$ cat config.mk
export PLATFORM = sky130hd
export DESIGN_NAME = alu_issue_sequencer
export DESIGN_NICKNAME = d
export VERILOG_FILES = /design/src/rtl/alu_issue_sequencer.sv
export SDC_FILE = /design/constraint.sdc
export NUM_CORES = 1
export LEC_CHECK = 0
export ABC_AREA = 1
export ABC_CLOCK_PERIOD_IN_PS = 2300
export CAP_MARGIN = 20
export CORE_UTILIZATION = 40
export CTS_CLUSTER_SIZE = 25
export DETAILED_ROUTE_END_ITERATION = 10
export PLACE_DENSITY = 0.78
export SLEW_MARGIN = 20
export SYNTH_ARGS = -nofsm -noshare
export SYNTH_HDL_FRONTEND = slang
export SYNTH_SLANG_ARGS = --single-unit
export TNS_END_PERCENT = 100
$ cat constraint.sdc
create_clock -name Clock -period 2.3 [get_ports Clock]
set_input_delay 0.23 -clock Clock [delete_from_list [all_inputs] [get_ports Clock]]
set_output_delay 0.23 -clock Clock [all_outputs]
set_load 0.01 [all_outputs]
$ cat src/rtl/alu_issue_sequencer.sv
// Multi-cycle issue sequencer for the gate-delay modelled 32-bit ripple ALU.
// Optional overflow trap on add/addi/sub is enabled by defining ALU_OVERFLOW_TRAP_EN.
module alu_issue_sequencer #(
    parameter int SETTLE_CYCLES = 4,
    parameter int WIDTH         = 32
) (
    input  logic             Clock,
    input  logic             ResetN,
    input  logic             InValid,
    output logic             InReady,
    input  logic [5:0]       Opcode,
    input  logic [5:0]       Funct,
    input  logic [WIDTH-1:0] RsData,
    input  logic [WIDTH-1:0] RtData,
    input  logic [15:0]      Imm,
    output logic [WIDTH-1:0] BusA,
    output logic [WIDTH-1:0] BusB,
    output logic [1:0]       ALUControl,
    input  logic [WIDTH-1:0] AluOutput,
    input  logic             AluCarryOut,
    input  logic             AluZero,
    input  logic             AluOverflow,
    input  logic             AluNegative,
    output logic             OutValid,
    input  logic             OutReady,
    output logic [WIDTH-1:0] Result,
    output logic [3:0]       Flags,
    output logic             ResultWrite,
    output logic             BranchTaken,
    output logic             Illegal,
    output logic             OverflowTrap
);

    generate
        if (WIDTH != 32) begin : g_width_check
            $error("alu_issue_sequencer: WIDTH must be 32");
        end
        if (SETTLE_CYCLES < 1 || SETTLE_CYCLES > 15) begin : g_settle_check
            $error("alu_issue_sequencer: SETTLE_CYCLES must be in 1..15");
        end
    endgenerate

    typedef enum logic [1:0] {
        IDLE   = 2'd0,
        SETTLE = 2'd1,
        DONE   = 2'd2
    } state_e;

    typedef enum logic [1:0] {
        ALU_ADD = 2'b00,
        ALU_XOR = 2'b01,
        ALU_SUB = 2'b10,
        ALU_SLT = 2'b11
    } alu_op_e;

    localparam logic [3:0] SETTLE_LAST = 4'(SETTLE_CYCLES);

    state_e           state_q, state_d;
    logic [3:0]       cnt_q, cnt_d;
    logic [WIDTH-1:0] busa_q, busa_d;
    logic [WIDTH-1:0] busb_q, busb_d;
    alu_op_e          ctrl_q, ctrl_d;
    logic             branch_q, branch_d;
    logic             bne_q, bne_d;
    logic [WIDTH-1:0] result_q, result_d;
    logic [3:0]       flags_q, flags_d;
    logic             rwrite_q, rwrite_d;
    logic             btaken_q, btaken_d;
    logic             illegal_q, illegal_d;

    logic             dec_legal;
    alu_op_e          dec_ctrl;
    logic [WIDTH-1:0] dec_busb;
    logic             dec_branch;
    logic             dec_bne;

    logic             accept;
    logic             capture;
    logic             trap_now;

    assign accept  = (state_q == IDLE) && InValid;
    assign capture = (state_q == SETTLE) && (cnt_q == SETTLE_LAST);

    always_comb begin
        dec_legal  = 1'b1;
        dec_ctrl   = ALU_ADD;
        dec_busb   = RtData;
        dec_branch = 1'b0;
        dec_bne    = 1'b0;
        case (Opcode)
            6'h00: begin
                case (Funct)
                    6'h20:   dec_ctrl = ALU_ADD;
                    6'h22:   dec_ctrl = ALU_SUB;
                    6'h26:   dec_ctrl = ALU_XOR;
                    6'h2A:   dec_ctrl = ALU_SLT;
                    default: dec_legal = 1'b0;
                endcase
            end
            6'h08: begin
                dec_ctrl = ALU_ADD;
                dec_busb = {{(WIDTH-16){Imm[15]}}, Imm};
            end
            6'h0A: begin
                dec_ctrl = ALU_SLT;
                dec_busb = {{(WIDTH-16){Imm[15]}}, Imm};
            end
            6'h0E: begin
                dec_ctrl = ALU_XOR;
                dec_busb = {{(WIDTH-16){1'b0}}, Imm};
            end
            6'h04: begin
                dec_ctrl   = ALU_SUB;
                dec_branch = 1'b1;
            end
            6'h05: begin
                dec_ctrl   = ALU_SUB;
                dec_branch = 1'b1;
                dec_bne    = 1'b1;
            end
            default: dec_legal = 1'b0;
        endcase
    end

`ifdef ALU_OVERFLOW_TRAP_EN
    logic trapop_q;
    logic trap_q;
    logic dec_trapop;

    assign dec_trapop = ((Opcode == 6'h00) && ((Funct == 6'h20) || (Funct == 6'h22)))
                        || (Opcode == 6'h08);
    assign trap_now   = trapop_q & AluOverflow;

    always_ff @(posedge Clock or negedge ResetN) begin
        if (!ResetN) begin
            trapop_q <= 1'b0;
            trap_q   <= 1'b0;
        end else if (accept) begin
            trapop_q <= dec_legal & dec_trapop;
            trap_q   <= 1'b0;
        end else if (capture) begin
            trap_q   <= trap_now;
        end
    end

    assign OverflowTrap = trap_q;
`else
    assign trap_now     = 1'b0;
    assign OverflowTrap = 1'b0;
`endif

    always_comb begin
        state_d   = state_q;
        cnt_d     = cnt_q;
        busa_d    = busa_q;
        busb_d    = busb_q;
        ctrl_d    = ctrl_q;
        branch_d  = branch_q;
        bne_d     = bne_q;
        result_d  = result_q;
        flags_d   = flags_q;
        rwrite_d  = rwrite_q;
        btaken_d  = btaken_q;
        illegal_d = illegal_q;
        case (state_q)
            IDLE: begin
                if (accept) begin
                    if (dec_legal) begin
                        busa_d   = RsData;
                        busb_d   = dec_busb;
                        ctrl_d   = dec_ctrl;
                        branch_d = dec_branch;
                        bne_d    = dec_bne;
                        cnt_d    = 4'd1;
                        state_d  = SETTLE;
                    end else begin
                        // ALU drive registers stay untouched so the ALU is not disturbed
                        result_d  = '0;
                        flags_d   = '0;
                        rwrite_d  = 1'b0;
                        btaken_d  = 1'b0;
                        illegal_d = 1'b1;
                        state_d   = DONE;
                    end
                end
            end
            SETTLE: begin
                if (capture) begin
                    result_d  = branch_q ? '0 : AluOutput;
                    flags_d   = {AluNegative, AluOverflow, AluCarryOut, AluZero};
                    rwrite_d  = ~branch_q & ~trap_now;
                    btaken_d  = branch_q & (AluZero ^ bne_q);
                    illegal_d = 1'b0;
                    cnt_d     = '0;
                    state_d   = DONE;
                end else begin
                    cnt_d = cnt_q + 4'd1;
                end
            end
            DONE: begin
                if (OutReady) begin
                    state_d = IDLE;
                end
            end
            default: state_d = IDLE;
        endcase
    end

    always_ff @(posedge Clock or negedge ResetN) begin
        if (!ResetN) begin
            state_q   <= IDLE;
            cnt_q     <= '0;
            busa_q    <= '0;
            busb_q    <= '0;
            ctrl_q    <= ALU_ADD;
            branch_q  <= 1'b0;
            bne_q     <= 1'b0;
            result_q  <= '0;
            flags_q   <= '0;
            rwrite_q  <= 1'b0;
            btaken_q  <= 1'b0;
            illegal_q <= 1'b0;
        end else begin
            state_q   <= state_d;
            cnt_q     <= cnt_d;
            busa_q    <= busa_d;
            busb_q    <= busb_d;
            ctrl_q    <= ctrl_d;
            branch_q  <= branch_d;
            bne_q     <= bne_d;
            result_q  <= result_d;
            flags_q   <= flags_d;
            rwrite_q  <= rwrite_d;
            btaken_q  <= btaken_d;
            illegal_q <= illegal_d;
        end
    end

    assign InReady     = (state_q == IDLE);
    assign OutValid    = (state_q == DONE);
    assign BusA        = busa_q;
    assign BusB        = busb_q;
    assign ALUControl  = ctrl_q;
    assign Result      = result_q;
    assign Flags       = flags_q;
    assign ResultWrite = rwrite_q;
    assign BranchTaken = btaken_q;
    assign Illegal     = illegal_q;

endmodule

# Word-level counts from Yosys, hierarchy flattened
# Cells that the tools add are included.
# W data, S select, Z words.
dict set report word_totals {
  reg_bits 113
  input_bits 132
  out_inout_bits 108
  wordCells 81
}
dict set report op_classes {
  addsub 1
  n_eq_ne 17
  muxes 35
  bitwise 3
  reduce_logical 13
}
# cell n
set op_table {}
lappend op_table {{$mux W32} 4}
lappend op_table {{$pmux W32 S2} 2}
lappend op_table {{$eq A6 B6 Y1 const B} 4}
lappend op_table {{$mux W4} 6}
lappend op_table {{$eq A6 B4 Y1 const B} 3}
lappend op_table {{$pmux W4 S2} 2}
lappend op_table {{$eq A6 B3 Y1 const B} 2}
lappend op_table {{$pmux W2 S3} 2}
lappend op_table {{$mux W1} 10}
lappend op_table {{$reduce_and A3 Y1} 3}
lappend op_table {{$mux W2} 4}
lappend op_table {{$pmux W1 S2} 4}
lappend op_table {{$pmux W2 S4} 1}
lappend op_table {{$logic_not A6 Y1} 1}
lappend op_table {{$ne A2 B1 Y1 const B} 3}
lappend op_table {{$reduce_or A5 Y1} 1}
lappend op_table {{$add A4 B1 Y4 const B} 1}
lappend op_table {{$eq A4 B3 Y1 const B} 1}
lappend op_table {{$ne A2 B2 Y1 const B} 2}
lappend op_table {{$reduce_and A4 Y1} 1}
lappend op_table {{$reduce_or A2 Y1} 2}
lappend op_table {{$reduce_or A4 Y1} 1}
lappend op_table {{$eq A2 B1 Y1 const B} 1}
lappend op_table {{$eq A2 B2 Y1 const B} 1}
lappend op_table {{6 further kinds} 7}

# Depth between registers and ports, before layout
# Gate-level depths: netlist (run 1).
dict set report depth {
  word_depth 7
  depth_mapped 12
  depth_no_buf 11
}

# Worst setup path after synthesis (run 1)
# Ideal clock, no wire load.
dict set report synth_path {
  path_type {register to register}
  from {register state_q[1]}
  to {register result_q[16], in the netlist Result[16]}
  setup_ns 0.066
  arrival_time_ns 1.459
  required_time_ns 2.234
  slack_ns 0.775
  path_stages_with_launch 8
  path_buffers 2
  period_less_slack_ns 1.525
  cell_sequence {dfrtp_1 nor2_1 inv_1 nor2_1 buf_4 clkbuf_1 nand3_1 nand2_1}
}
dict set report synth_between {
  elab_chain_cells 4
  elab_cells_between_ends 10
  classes_between {eq/ne: 4; mux: 1; reduce/logical: 5}
}
# element line
set synth_lines {}
lappend synth_lines {{from (decl)} 58} ;# state_e state_q, state_d;
lappend synth_lines {{from (signal assigned)} 224} ;# state_q <= state_d;
lappend synth_lines {{$eq A2 B1 Y1 / $logic_not A2 Y1 (equally long branches)} {82, 165, 81}}
lappend synth_lines {{$logic_and A1 B1 Y1 (on tied branches)} {82, 81}}
lappend synth_lines {{$ne A2 B2 Y1 (no line) / $ne A2 B1 Y1 (equally long branches)} n/a}
lappend synth_lines {{$reduce_and A4 Y1 (no line)} n/a}
lappend synth_lines {{to (signal assigned)} 231} ;# result_q <= result_d;
lappend synth_lines {{to (decl)} 65} ;# logic [WIDTH-1:0] result_q, result_d;
# Several ways; a longest one is shown, not always the timed one.
# A chain may end at the register's enable or synchronous reset.

# Worst setup path after layout (run 1)
dict set report layout_path {
  from {register state_q[1]}
  to {output InReady}
}
dict set report layout_between {
  elab_chain_cells 1
}
# element line
set layout_lines {}
lappend layout_lines {{$logic_not A2 Y1} 239} ;# assign InReady = (state_q == IDLE);
lappend layout_lines {{to (decl)} 10} ;# output logic InReady,
# No other way between the ends.

==> results of run 1 <==
metal layers:
| metal | GRT usage, % | vias to the layer above |
|---|---|---|
| li1 | - | 2461 |
| met4 | 7.79 | 0 |
| met3 | 6.38 | 18 |
| met2 | 39.1 | 175 |
| met1 | 26.5 | 2266 |
| met5 | 0 | - |
layout by cell type (no fill, tap or decap), types with 3 or more instances in the layout:
cell type / count
nand3_1: 105
o21ai_0: 37
clkdlybuf4s50_1: 237
bufinv_16: 4
buf_4: 15
inv_1: 33
clkbuf_16: 17
nor2_1: 11
clkinv_2: 4
nand2_1: 265
dfrtp_1: 113
a21oi_1: 3
nand4_1: 4
power by group:
| part | total (µW) | switching [µW] | internal [µW] |
|---|---|---|---|
| clock network | 2690 | 869 | 1820 |
| registers | 2830 | 333 | 2490 |
| logic | 2450 | 1140 | 1310 |
cell families (layout without fill, tap and decap cells):
family | after synthesis | in the layout | synth area share [%]
AOI/OAI and AO/OA | 41 | 41 | 4.08
xor gates and xnor gates | 1 | 1 | 0.172
adders and majority gates | 2 | 2 | 0.491
buffers and inverters | 71 | 319 | 6.76
DFF | 113 | 113 | 55.5
other | 1 | 1 | 0.0736
and+or+nand+nor | 396 | 396 | 32.9
repair_timing:
| item | 4_1_cts | 5_1_grt |
|---|---|---|
| gates resized for setup | 0 | 0 |
| hold buffers | 1 | 0 |
| hold endpoints to repair | 49 | 0 |
final cells by class:
cell class              count  area, µm²
well taps                 168        210
fillers                  1051       3970
clock buffers              19        443
clock inverters            11        164
flip-flops and latches    113       2830
inverters                  34        128
repair buffers            255       2530
multi-input cells         441       1930
state kept, by name (all words and copies together), names as in the netlist:
| name | flops |
|---|---|
| bne_q | 1 |
| ALUControl | 2 |
| Result | 32 |
| BusB | 32 |
| state_q | 2 |
| BranchTaken | 1 |
| Illegal | 1 |
| ResultWrite | 1 |
| branch_q | 1 |
| cnt_q | 4 |
| BusA | 32 |
| Flags | 4 |
cell usage after synthesis:
cell type | n | share of area [%]
ha_1 | 2 | 0.49
clkinv_1 | 1 | 0.074
nor2_4 | 1 | 0.22
dfrtp_1 | 113 | 56
nand3_1 | 105 | 10
a21oi_1 | 3 | 0.29
o21ai_0 | 37 | 3.6
dlygate4sd1_1 | 2 | 0.34
conb_1 | 1 | 0.074
inv_1 | 33 | 2.4
nand3_2 | 2 | 0.39
nand2_2 | 2 | 0.25
buf_6 | 3 | 0.66
nor3_1 | 1 | 0.098
buf_2 | 12 | 1.2
o211ai_1 | 1 | 0.15
clkbuf_1 | 12 | 0.88
buf_4 | 8 | 1.2
nand2_1 | 265 | 20
nand2_4 | 1 | 0.22
nor3_2 | 2 | 0.39
nand4_1 | 4 | 0.49
nor2_2 | 1 | 0.12
nor2_1 | 12 | 0.88
xor2_1 | 1 | 0.17
critical path: cells and delay by family (launching register included):
kind / cells / cell delay, ns
buf+inv: 1 / 0.60
flops: 1 / 0.45
simple gates: 1 / 0.26
stage by stage:
step / cell area [µm²] / util [%] / hold slack [ns]
2_1_floorplan: 5090 / - / -0.0656
3_3_place_gp: 7620 / 62.4 / 0.301
3_5_place_dp: 7620 / 62.4 / 0.309
4_1_cts: 8240 / 67.5 / 0.366
5_1_grt: 8240 / 67.5 / 0.389
6_report: 8240 / 67.5 / 0.375
worst max path at each step:
stage               start  slack [ns]    endpoint  cells past startpoint
4_1_cts        state_q[1]        0.35     InReady                      2
3_3_place_gp    Opcode[5]        0.16    BusB[17]                      9
3_5_place_dp    Opcode[5]        0.08    BusB[22]                      9
2_1_floorplan  state_q[1]        0.77  Result[16]                      7
6_report       state_q[1]        0.36     InReady                      2
5_1_grt        state_q[0]        0.27    cnt_q[0]                      8
==> flow_summary.toml, run 1 <==
[run_status]
status = "finished, final reports clean"

[min_path]
hold_end = "Flags[1]"
hold_depth = 3
worstHoldPathType = "in2reg"
hp-start = "AluCarryOut"

[routing]
vias_per_cell = 4.73
ant_nets = 0
route.met3.wl_um = 1060
wl_met2_um = 7130
num_vias = 4920
wl_met1_um = 6050
drtIter0Drc = 248
drt-wirelength-per-cell_um = 13.9
drc = 0
top_layer = "met4"
first_pass_iters = 4
wl_um = 14500

[worst_setup_path]
cp-start-kind = "flip-flop"
slowest_delay_ns = 0.60
worstSetupEndpointType = "output port"
rrSetupSlack_ns = 0.49
crit_type = "reg2out"
r2r_cells = 8
crit_required_ns = 2.07
cp_cell_sequence = "nor2_1 > clkdlybuf4s50_1"
timing.rr.end = "cnt_q[0]"
cp.arrival_ns = 1.71
r2r-start = "state_q[0]"
critPathMaxFanout = 6
worst_path_max_delay_cell = "clkdlybuf4s50_1"

[grt]
grt_usage_pct = 22.4
grt-ovfl-total = 0
grt_max_degree = 52
grt_pass1_wl_um = 22900
grt_pass1_vias = 4754
antenna_found_initial = 0

[power]
ir_worst_vdd_mv = 0.536
power_uw = 7960
power_density_nw_per_um2 = 966
p_leak_uw = 0.00409

[clock_network]
root_buffer = "clkbuf_16"
clkTransAtPathRegs_ns = 0.05
cts_buffers = 17
h-tree-depth = 4
cts_tree = "yes"
post-cts-setup-buffers = 0
cts.sinks = 113
cts.path.max_buffers = 2
clk_latency_ns = 0.40

[timing]
fmax_mhz = 515
fin_crit_sh_pct = 84.5
min_period_ns = 1.94
skew_ns = 0.00829
setup_violations = 0
hold_viol = 0
rsz0062_at_grt = "false"
setup_slack_ns = 0.356
tightest_slew_ns = 0.981
timing.slew.headroom_pct = 34.2
maxSlewViolCount = 0
fin_setup_tns_ns = 0

[placement]
dp_slack_ns = 0.0780
io_buffers = 238
dp_cells = 1010
globalplace.congestion = 0.823
place_hpwl_um = 10700

[yosys]
yosysWarnings = 0
syn_area_um2 = 5090
synth_cell_types = 25
ys_seq_area_share_pct = 55.5
ys_seq_elements = 113
avgSynthCellArea_um2 = 8.15
syn-num-nets = 759
netlist_instances = 625

[final_layout]
final_nets = 996
antenna_cells = 0
fin_cells = 1041
drive_above_1_share_pct = 6.41
syn2layout_area_growth_pct = 61.7

[floorplanning]
die_area_um2 = 13200
die_height_um = 115
placementRows = 40
pin_count = 240
core-area_um2 = 12200
initial_core_util_pct = 41.7
die_w_um = 115

[job]
maxCapViolCount = 0
No activity file was read; power rests on OpenSTA's default activity.
==> inputs of run 2 (changes only) <==
- ABC_CLOCK_PERIOD_IN_PS: 2300 -> 1900
- clock period: 2.3 -> 1.9 ns (I/O delays scaled with it)
==> flow_summary.toml, run 2 (same netlist as run 1, synthesis figures left out) <==
[run_status]
status = "finished, final reports clean"

[min_path]
hold_end = "Flags[2]"
worstHoldPathType = "in2reg"
hold_depth = 3
hp-start = "AluOverflow"

[timing]
timing.slew.headroom_pct = 58.9
whs_ns = 0.324
fin_crit_sh_pct = 98.1
fin_setup_tns_ns = 0
rsz0062_at_grt = "true"
hold_viol = 0
tightest_slew_ns = 0.617
setup_violations = 0
fmax_mhz = 537
min_period_ns = 1.86
skew_ns = 0.00632
maxSlewViolCount = 0

[floorplanning]
initial_core_util_pct = 41.7
die_w_um = 115
die_height_um = 115
placementRows = 40
core-area_um2 = 12200
pin_count = 240
die_area_um2 = 13200

[routing]
ant_nets = 0
drt-wirelength-per-cell_um = 14.3
wl_um = 15100
drtIter0Drc = 346
vias_per_cell = 4.88
first_pass_iters = 5
drc = 0
num_vias = 5139

[worst_setup_path]
timing.rr.end = "Result[4]"
slowest_delay_ns = 0.59
cp.arrival_ns = 1.67
crit_required_ns = 1.71
critPathTopFamily = "buffers and inverters"
critPathMaxFanout = 6
crit_type = "reg2out"
cp-start-kind = "flip-flop"
worstSetupEndpointType = "output port"
critPathBufInv = 1
r2r_cells = 9
cp_cell_sequence = "nor2_2 > clkdlybuf4s50_1"
rrSetupSlack_ns = 0.19
worst_path_max_delay_cell = "clkdlybuf4s50_1"
r2r-start = "state_q[0]"

[power]
power_density_nw_per_um2 = 1190
p_sw_share_pct = 29.0
pwr-share-clk_pct = 36.0
seqPwrFrac_pct = 34.0
power_uw = 10000
ir_worst_vdd_mv = 0.534
switchingPower_uw = 2910
p_leak_uw = 0.00417
pwr-share-comb_pct = 30.0
internal_power_uw = 7120

[grt]
antenna_found_initial = 0
grt_pass1_wl_um = 24200
grt-ovfl-total = 0
grt_max_degree = 65
grt_pass1_vias = 5118
grt_usage_pct = 23.7

[job]
maxCapViolCount = 0

[clock_network]
cts_buffers = 17
cts.sinks = 113
root_buffer = "clkbuf_16"
cts.path.max_buffers = 2
h-tree-depth = 4
clkTransAtPathRegs_ns = 0.05
cts_tree = "yes"
clk_latency_ns = 0.41

[final_layout]
fillerInstances = 1025
final_area_um2 = 8420
final_nets = 1007
antenna_cells = 0
syn2layout_area_growth_pct = 65.2
layout_commonest_cell = "nand2_1"
drive_above_1_share_pct = 8.13
final_cell_mix = "265 x nand2_1, 237 x clkdlybuf4s50_1, 113 x dfrtp_1, 105 x nand3_1, 37 x o21ai_0"
fin_cells = 1054

[placement]
place_hpwl_um = 11100
io_buffers = 238
globalplace.congestion = 0.816
dp_cells = 1021
dpl_cell_area_um2 = 7730
run 2: changes by cell type in the layout (fill, tap and decap cells not counted), moves of 2 or more:
cell / previous run / this run
bufinv_16: 4 / 6
buf_12: 2 / 4
clkinvlp_4: 2 / 5
clkinv_2: 4 / 2
buf_4: 15 / 24
run 2: per-stage QoR:
step / util (%) / worst slack (ns)
finish: 68.9 / 0.0368
global route: 68.9 / -0.0344
CTS: 68.9 / 0.0217
detailed placement: 63.3 / -0.158
global placement: 63.3 / 0.0114
floorplan: - / 0.375
run 2: layout make-up:
cell class / count / area [µm²] / share of cell area, %
Inverter: 34 / 128 / 1.52
Clock inverter: 14 / 236 / 2.81
Clock buffer: 18 / 439 / 5.22
Tap cell: 168 / 210 / 2.50
Multi-Input combinational cell: 441 / 1930 / 23.0
Timing Repair Buffer: 266 / 2640 / 31.4
Sequential cell: 113 / 2830 / 33.6
run 2: how the worst max path moves through the flow:
stage | start | end | slack, ns | cells past startpoint
floorplan | state_q[1] | Result[16] | 0.37 | 7
global placement | Opcode[5] | Result[7] | 0.01 | 11
detailed placement | Opcode[5] | Result[4] | -0.16 | 11
CTS | state_q[1] | InReady | 0.02 | 2
global route | state_q[1] | InReady | -0.03 | 2
finish | state_q[1] | InReady | 0.04 | 2
run 2: what timing repair did:
item | in CTS | in global routing
gates resized for setup | 1 | 1
hold buffers | 1 | 0
setup endpoints to repair | 1 | 4
setup buffers | 0 | 0
hold endpoints to repair | 113 | 0
run 2: worst reg2reg max path, stage by stage, from the launching register on:
cell and delay (ns):
dfrtp_1 0.44, inv_2 0.08, nor2_1 0.30, nand2_1 0.13
nand2_1 0.07, nor2_1 0.05, nand2_1 0.11, buf_4 0.28
nand2_1 0.11, nand2_1 0.08
run 2: power groups by stage:
stage               registers [µW]  clock network, µW  logic [µW]
floorplan                     3660                  0         912
global placement              3390                  0        2940
detailed placement            3420                  0        3020
CTS                           3400               3660        3030
global route                  3480               3790        3270
finish                        3400               3610        3010
run 2: per-layer routing:
metal	global-route usage (%)	up-vias	routed length, µm
li1	-	2491	-
met1	27.3	2403	6180
met2	40.8	211	7500
met3	6.69	34	1040
met4	11.3	0	407
met5	0	-	0
